--- config.mk ---
export PLATFORM = sky130hd
export DESIGN_NAME = alu_arbiter
export DESIGN_NICKNAME = d
export VERILOG_FILES = /design/src/rtl/alu_arbiter.sv
export SDC_FILE = /design/constraint.sdc
export NUM_CORES = 1
export LEC_CHECK = 0
export CAP_MARGIN = 20
export CORE_UTILIZATION = 58
export CTS_BUF_LIST = sky130_fd_sc_hd__clkbuf_8
export DETAILED_ROUTE_END_ITERATION = 16
export PLACE_DENSITY = 0.89
export SYNTH_ARGS = -nofsm -noshare
export SYNTH_HDL_FRONTEND = slang
export SYNTH_SLANG_ARGS = --single-unit
--- constraint.sdc ---
create_clock -name clk -period 11.1 [get_ports clk]
set_input_delay 3.33 -clock clk [delete_from_list [all_inputs] [get_ports clk]]
set_output_delay 3.33 -clock clk [all_outputs]
set_load 0.01 [all_outputs]
--- src/rtl/alu_arbiter.sv ---
// Two-port arbiter in front of a 4-bit ALU: one operation in flight at a time,
// round-robin or fixed-priority grant, result held until the consumer takes it.
module alu_arbiter #(
    parameter int PRIO_MODE = 0
) (
    input  logic       clk,
    input  logic       rst_n,
    input  logic       req0_valid,
    input  logic       req1_valid,
    output logic       req0_ready,
    output logic       req1_ready,
    input  logic [2:0] req0_oc,
    input  logic [2:0] req1_oc,
    input  logic [3:0] req0_a,
    input  logic [3:0] req0_b,
    input  logic [3:0] req1_a,
    input  logic [3:0] req1_b,
    output logic       rsp_valid,
    input  logic       rsp_ready,
    output logic       rsp_id,
    output logic [3:0] rsp_f,
    output logic       rsp_err,
    output logic [7:0] op_count,
    output logic [1:0] dbg_state
);

    // Handshakes: a transfer happens on any rising edge where valid && ready are
    // both high; ready never depends on the same cycle's transfer having happened.
    typedef enum logic [1:0] {
        IDLE = 2'd0,
        EXEC = 2'd1,
        RESP = 2'd2
    } state_e;

    state_e     state_q, state_d;
    logic [2:0] oc_q, oc_d;
    logic [3:0] a_q, a_d;
    logic [3:0] b_q, b_d;
    logic       id_q, id_d;
    logic       last_grant_q, last_grant_d;
    logic       rsp_valid_q, rsp_valid_d;
    logic [3:0] rsp_f_q, rsp_f_d;
    logic       rsp_err_q, rsp_err_d;
    logic       rsp_id_q, rsp_id_d;
    logic [7:0] op_count_q, op_count_d;

    logic       grant;
    logic       accept;
    logic [3:0] alu_f;
    logic       alu_err;

    // grant names the winning port; with no contest the lone valid port wins
    always_comb begin
        if (req0_valid && req1_valid) begin
            grant = (PRIO_MODE == 1) ? 1'b0 : ~last_grant_q;
        end else begin
            grant = req1_valid;
        end
    end

    assign req0_ready = rst_n && (state_q == IDLE) && req0_valid && !grant;
    assign req1_ready = rst_n && (state_q == IDLE) && req1_valid && grant;
    assign accept     = req0_ready || req1_ready;

    always_comb begin
        alu_f   = 4'h0;
        alu_err = 1'b0;
        case (oc_q)
            3'b000: alu_f = a_q + b_q;
            3'b001: alu_f = a_q - b_q;
            3'b010: alu_f = a_q * b_q;
            3'b011: begin
                if (b_q == 4'h0) begin
                    alu_err = 1'b1;
                end else begin
                    alu_f = a_q / b_q;
                end
            end
            3'b100: alu_f = ~a_q;
            3'b101: alu_f = a_q ^ b_q;
            3'b110: alu_f = a_q | b_q;
            default: alu_f = a_q & b_q;
        endcase
    end

    always_comb begin
        state_d      = state_q;
        oc_d         = oc_q;
        a_d          = a_q;
        b_d          = b_q;
        id_d         = id_q;
        last_grant_d = last_grant_q;
        rsp_valid_d  = rsp_valid_q;
        rsp_f_d      = rsp_f_q;
        rsp_err_d    = rsp_err_q;
        rsp_id_d     = rsp_id_q;
        op_count_d   = op_count_q;
        case (state_q)
            IDLE: begin
                if (accept) begin
                    state_d      = EXEC;
                    oc_d         = grant ? req1_oc : req0_oc;
                    a_d          = grant ? req1_a  : req0_a;
                    b_d          = grant ? req1_b  : req0_b;
                    id_d         = grant;
                    last_grant_d = grant;
                end
            end
            EXEC: begin
                state_d     = RESP;
                rsp_f_d     = alu_f;
                rsp_err_d   = alu_err;
                rsp_id_d    = id_q;
                rsp_valid_d = 1'b1;
            end
            RESP: begin
                if (rsp_ready) begin
                    state_d     = IDLE;
                    rsp_valid_d = 1'b0;
                    op_count_d  = op_count_q + 8'd1;
                end
            end
            default: state_d = IDLE;
        endcase
    end

    // last_grant resets to port 1 so port 0 wins the first contest
    always_ff @(posedge clk or negedge rst_n) begin
        if (!rst_n) begin
            state_q      <= IDLE;
            oc_q         <= 3'h0;
            a_q          <= 4'h0;
            b_q          <= 4'h0;
            id_q         <= 1'b0;
            last_grant_q <= 1'b1;
            rsp_valid_q  <= 1'b0;
            rsp_f_q      <= 4'h0;
            rsp_err_q    <= 1'b0;
            rsp_id_q     <= 1'b0;
            op_count_q   <= 8'h00;
        end else begin
            state_q      <= state_d;
            oc_q         <= oc_d;
            a_q          <= a_d;
            b_q          <= b_d;
            id_q         <= id_d;
            last_grant_q <= last_grant_d;
            rsp_valid_q  <= rsp_valid_d;
            rsp_f_q      <= rsp_f_d;
            rsp_err_q    <= rsp_err_d;
            rsp_id_q     <= rsp_id_d;
            op_count_q   <= op_count_d;
        end
    end

    assign rsp_valid = rsp_valid_q;
    assign rsp_f     = rsp_f_q;
    assign rsp_err   = rsp_err_q;
    assign rsp_id    = rsp_id_q;
    assign op_count  = op_count_q;
    assign dbg_state = state_q;

endmodule

# [Word-level counts from Yosys, hierarchy flattened]
# Index checks and enable logic that the tools add are counted.
[totals] ff_bits=30 in_bits=27 word_cells=60
[op_classes] add_sub_neg=3 multipliers=1 div=1 eq_ne=10 n_mux=13 bitwise_logic=5 reduce_logical=16
[ops] op="4-bit one-hot mux with 7 select lines" n=1
[ops] op="4-bit 2-to-1 mux" n=3
[ops] op="3-bit == test, second input constant" n=3
[ops] op="8-bit by 1-bit adder with 8-bit output, second input constant" n=1
[ops] op="2-bit AND reduction" n=4
[ops] op="3-bit by 2-bit == test with 1-bit output, second input constant" n=2
[ops] op="1-bit logical AND" n=6
[ops] op="2-bit one-hot mux with 3 select lines" n=1
[ops] op="4-bit adder" n=1
[ops] op="4-bit AND" n=1
[ops] op="4-bit by 4-bit divider with 4-bit output" n=1
[ops] op="4-bit zero test" n=1
[ops] op="4-bit by 4-bit multiplier with 4-bit output" n=1
[ops] op="1-bit 2-to-1 mux" n=4
[ops] op="2-bit 2-to-1 mux" n=2
[ops] op="2-bit inequality test, second input constant" n=2
[ops] op="4-bit inverter" n=1
[ops] op="4-bit OR" n=1
[ops] op="4-bit subtractor" n=1
[ops] op="4-bit bitwise XOR" n=1
[ops] op="3-bit by 1-bit == test with 1-bit output, second input constant" n=1
[ops] op="3-bit zero test" n=1
[ops] op="3-bit 2-to-1 mux" n=1
[ops] op="2-bit by 1-bit == test with 1-bit output, second input constant" n=1
[ops] op="other kinds (7)" n=7

# [Logic depth before layout (Yosys ltp)]
[logic_depth] word_depth=7 depth_mapped=21

# [Worst setup path after synthesis]
# Ideal clock, no wire load.
[synth_path] path_kind="input to output" from="input port req1_valid" to="output port req0_ready" arrival_ps=4028 setup_slack_ps=3742 stages=3 path_buffers=1 cell_sequence="a21boi_1 > buf_2 > nor2_1"
[synth_between] elab_chain_cells=4
[synth_rtl] item="from (decl)" line="9" rtl="input logic req1_valid,"
[synth_rtl] item="1-bit logical AND" line="54" rtl="if (req0_valid && req1_valid) begin"
[synth_rtl] item="1-bit 2-to-1 mux (*)" line="54"
[synth_rtl] item="1-bit zero test (*)" line="61" rtl="assign req0_ready = rst_n && (state_q == IDLE) && req0_valid && !grant;"
[synth_rtl] item="1-bit logical AND (*)" line="61"
[synth_rtl] item="to (decl)" line="10" rtl="output logic req0_ready,"
# Every way passes the cells marked *; elsewhere a longest branch is shown, timed or not.

# [Worst setup path after layout]
[layout_path] from="input port rst_n" to="output port req0_ready"
[layout_between] elab_chain_cells=3
[layout_rtl] item="from (decl)" line="7" rtl="input logic rst_n,"
[layout_rtl] item="1-bit logical AND (3 in series)" line="61"
# No other way between the ends.

==> flow_metrics.tcl <==
set metrics [dict create \
    status "completed" \
    num_rows 22 \
    fill_cells 268 \
    syn-cell-area_um2 2286 \
    fmax_ghz 0.1135 \
    min-delay-start "rsp_id$_DFFE_PN0P_" \
    synthFlopType "dfrtp_1" \
    portBuffers 45 \
    h-tree-depth 2 \
    yosysUniqueCellTypes 42 \
    drtAntennaViolNets 0 \
    hold_path_class "reg2reg" \
    irDropWorstVdd_mv 0.1520 \
    clk_latency_ps 280 \
    r2r_start "b_q[0]$_DFFE_PN0P_" \
    start_util_pct 61.52 \
    start_kind "primary input" \
    numClockSinks 30 \
    powerDensity_nw_per_um2 279.1 \
    synth_top_family_by_area "adder cells" \
    finalWirelength_mm 5.356 \
    overflow 0 \
    drive_gt1_share_pct 5.442 \
    finalCritPeriodShare_pct 79.38 \
    holdBufCountCts 0 \
    cp-startpoint "rst_n" \
    synth_common_cells "ha_1 (30), dfrtp_1 (29), nor2_1 (23), a21oi_1 (21), o21ai_0 (21)" \
    grt_max_degree 32 \
    drt_pre_antenna_iters 5 \
    endpoint_kind "primary output" \
    grt_usage_pct 28.70 \
    slew_headroom_pct 52.89 \
    dieArea_um2 4196 \
    crit_chain "clkdlybuf4s50_1, buf_4, nor3b_1, nand2_1, nor2_1, clkdlybuf4s50_1" \
    cpPeakStageDelay_ps 530 \
    wl_per_cell_um 15.66 \
    tightest_slew_ps 706.7 \
    nets 351 \
    drv_slew 0 \
    synth_compound_area_share_pct 16.69 \
    synth_warnings 0 \
    holdWs_ps 477.1 \
    grt_pass1_vias 1929 \
    dp.final_hpwl_mm 4.090 \
    synth_mux_area_share_pct 7.663 \
    drc 0 \
    cap_violations 0 \
    die-height_um 64.78 \
    ys_ff_latch 30 \
    numCtsBuffers 5 \
    die_x_um 64.78 \
    synthXorXnorAreaFrac_pct 7.115 \
    cts_root_buf "clkbuf_8" \
    finalCriticalPeriod_ps 8811 \
    yosys.area.top_type "dfrtp_1" \
    crit_path_frequent_cell "clkdlybuf4s50_1" \
    synth_nets 307 \
    path_clk_slew_ps 60 \
    synth.most_common_cell "ha_1" \
    synth_adder_area_share_pct 17.30 \
    hold_violations 0 \
    via_per_inst 5.827 \
    gp_congestion 0.8604 \
    crit_type "in2out" \
    setup_violations 0 \
    crit_fanout 31 \
    crit_arrival_ps 5480 \
    async_flop_share_pct 100.0 \
    rsz0062_at_grt "false" \
    synth_area_leaders "dfrtp_1 (32%), ha_1 (16%), mux2i_1 (5.7%), a21oi_1 (4.6%), o21ai_0 (4.6%)" \
    drt_iter0_drc 138 \
    leakage_uw 0.001294 \
    core_um2 3716 \
    ys_seq_area_share_pct 32.90 \
    pin_count 46 \
    post_cts_buffers 0 \
    synth-edff-count 0 \
    cts_tree "done" \
    postSynthAreaPerCell_um2 9.180 \
    synthSimpleGateAreaFrac_pct 14.01 \
    finalSetupTns_ps 0 \
    ff2ff_setup_slack_ps 6460 \
    grt_pass1_wl_mm 9.156 \
    num_vias 1993 \
    syn_to_final_growth_pct 24.58 \
    critical_path_required_ps 7770 \
    n_antenna_cell 0 \
    finClkSkew_ps 6.506 \
    cp_slowest_cell "clkdlybuf4s50_1" \
    synth_top_area_share_pct 31.75 \
    syn_inst 249 \
    cts-resized-gates 0 \
    cts_buffer_depth 2 \
    antenna_found_initial 0 \
]
-- state kept, by name, summed over array words and instances (netlist names) --
register,cells
a_q,4
b_q,4
dbg_state,2
id_q,1
last_grant_q,1
oc_q,3
op_count,8
rsp_err,1
rsp_f,4
rsp_id,1
rsp_valid,1
-- report_power, final --
group / switching (uW) / internal [uW]
logic: 228 / 252
registers: 77.5 / 151
clock network: 38.1 / 48.6
-- worst max-delay path: cells and delay by family --
family	cells	cell delay [ps]
simple gates	3	790
buf+inv	3	1340
-- final cells by class --
type | count | area, um2 | area share [%]
Inverter | 12 | 45.04 | 1.582
Sequential cell | 30 | 752.0 | 26.41
Clock buffer | 6 | 82.58 | 2.900
Tap cell | 48 | 60.06 | 2.109
Multi-Input combinational cell | 197 | 1435 | 50.40
Clock inverter | 2 | 7.507 | 0.2636
Timing Repair Buffer | 47 | 465.4 | 16.34
-- logic make-up (layout without fill, tap and decap cells) --
| group | count (synthesis) | in the layout |
|---|---|---|
| and+or+nand+nor | 68 | 68 |
| AOI/OAI and AO/OA | 64 | 64 |
| adders and majority gates | 31 | 31 |
| DFF | 30 | 30 |
| buffers and inverters | 22 | 67 |
| xor gates and xnor gates | 17 | 17 |
| muxes | 17 | 17 |
-- placed cells by master (no fill, tap or decap), types with 3 or more instances in the layout --
cell	netlist	final
ha_1	30	30
nand3_1	7	7
nor3_1	4	4
xor2_1	4	4
nand2_1	18	18
dfrtp_1	29	29
a21oi_1	21	21
mux2_2	4	4
o21a_1	8	8
mux2i_1	13	13
o21ai_0	21	21
nor2b_1	3	3
xnor2_1	12	12
a31oi_1	3	3
nor2_1	23	23
clkbuf_8	0	6
inv_1	12	14
clkdlybuf4s50_1	0	45
-- routing by layer --
layer	GRT usage, %	up-vias	wire (um)
met5	0	-	0
met4	9.167	0	97
met3	4.930	12	229
met2	49.35	69	2749
met1	36.24	952	2279
li1	-	960	-
-- per-stage QoR --
| stage | power, uW | setup slack [ps] | util (%) | cell area (um2) | cells |
|---|---|---|---|---|---|
| 6_report | 794.8 | 2289 | 76.63 | 2848 | 342 |
| 4_1_cts | 795.1 | 2281 | 76.63 | 2848 | 342 |
| 5_1_grt | 872.8 | 2101 | 76.63 | 2848 | 342 |
| 2_1_floorplan | 563.3 | 3742 | - | 2286 | 249 |
| 3_3_place_gp | 675.4 | 2433 | 74.21 | 2758 | 334 |
| 3_5_place_dp | 703.7 | 2335 | 74.21 | 2758 | 334 |
-- path summary, 6_finish.rpt --
path | to | cells after the start
hold / removal | rsp_id$_DFFE_PN0P_ | 2
setup reg to reg | rsp_f[0]$_DFFE_PN0P_ | 16
min in group asynchronous | rsp_err$_DFFE_PN0P_ | 2
setup / recovery | req0_ready | 6
hold reg to reg | rsp_id$_DFFE_PN0P_ | 2
max in group asynchronous | last_grant_q$_DFFE_PN1P_ | 2
Note: power is estimated with default switching activity, not from simulation.
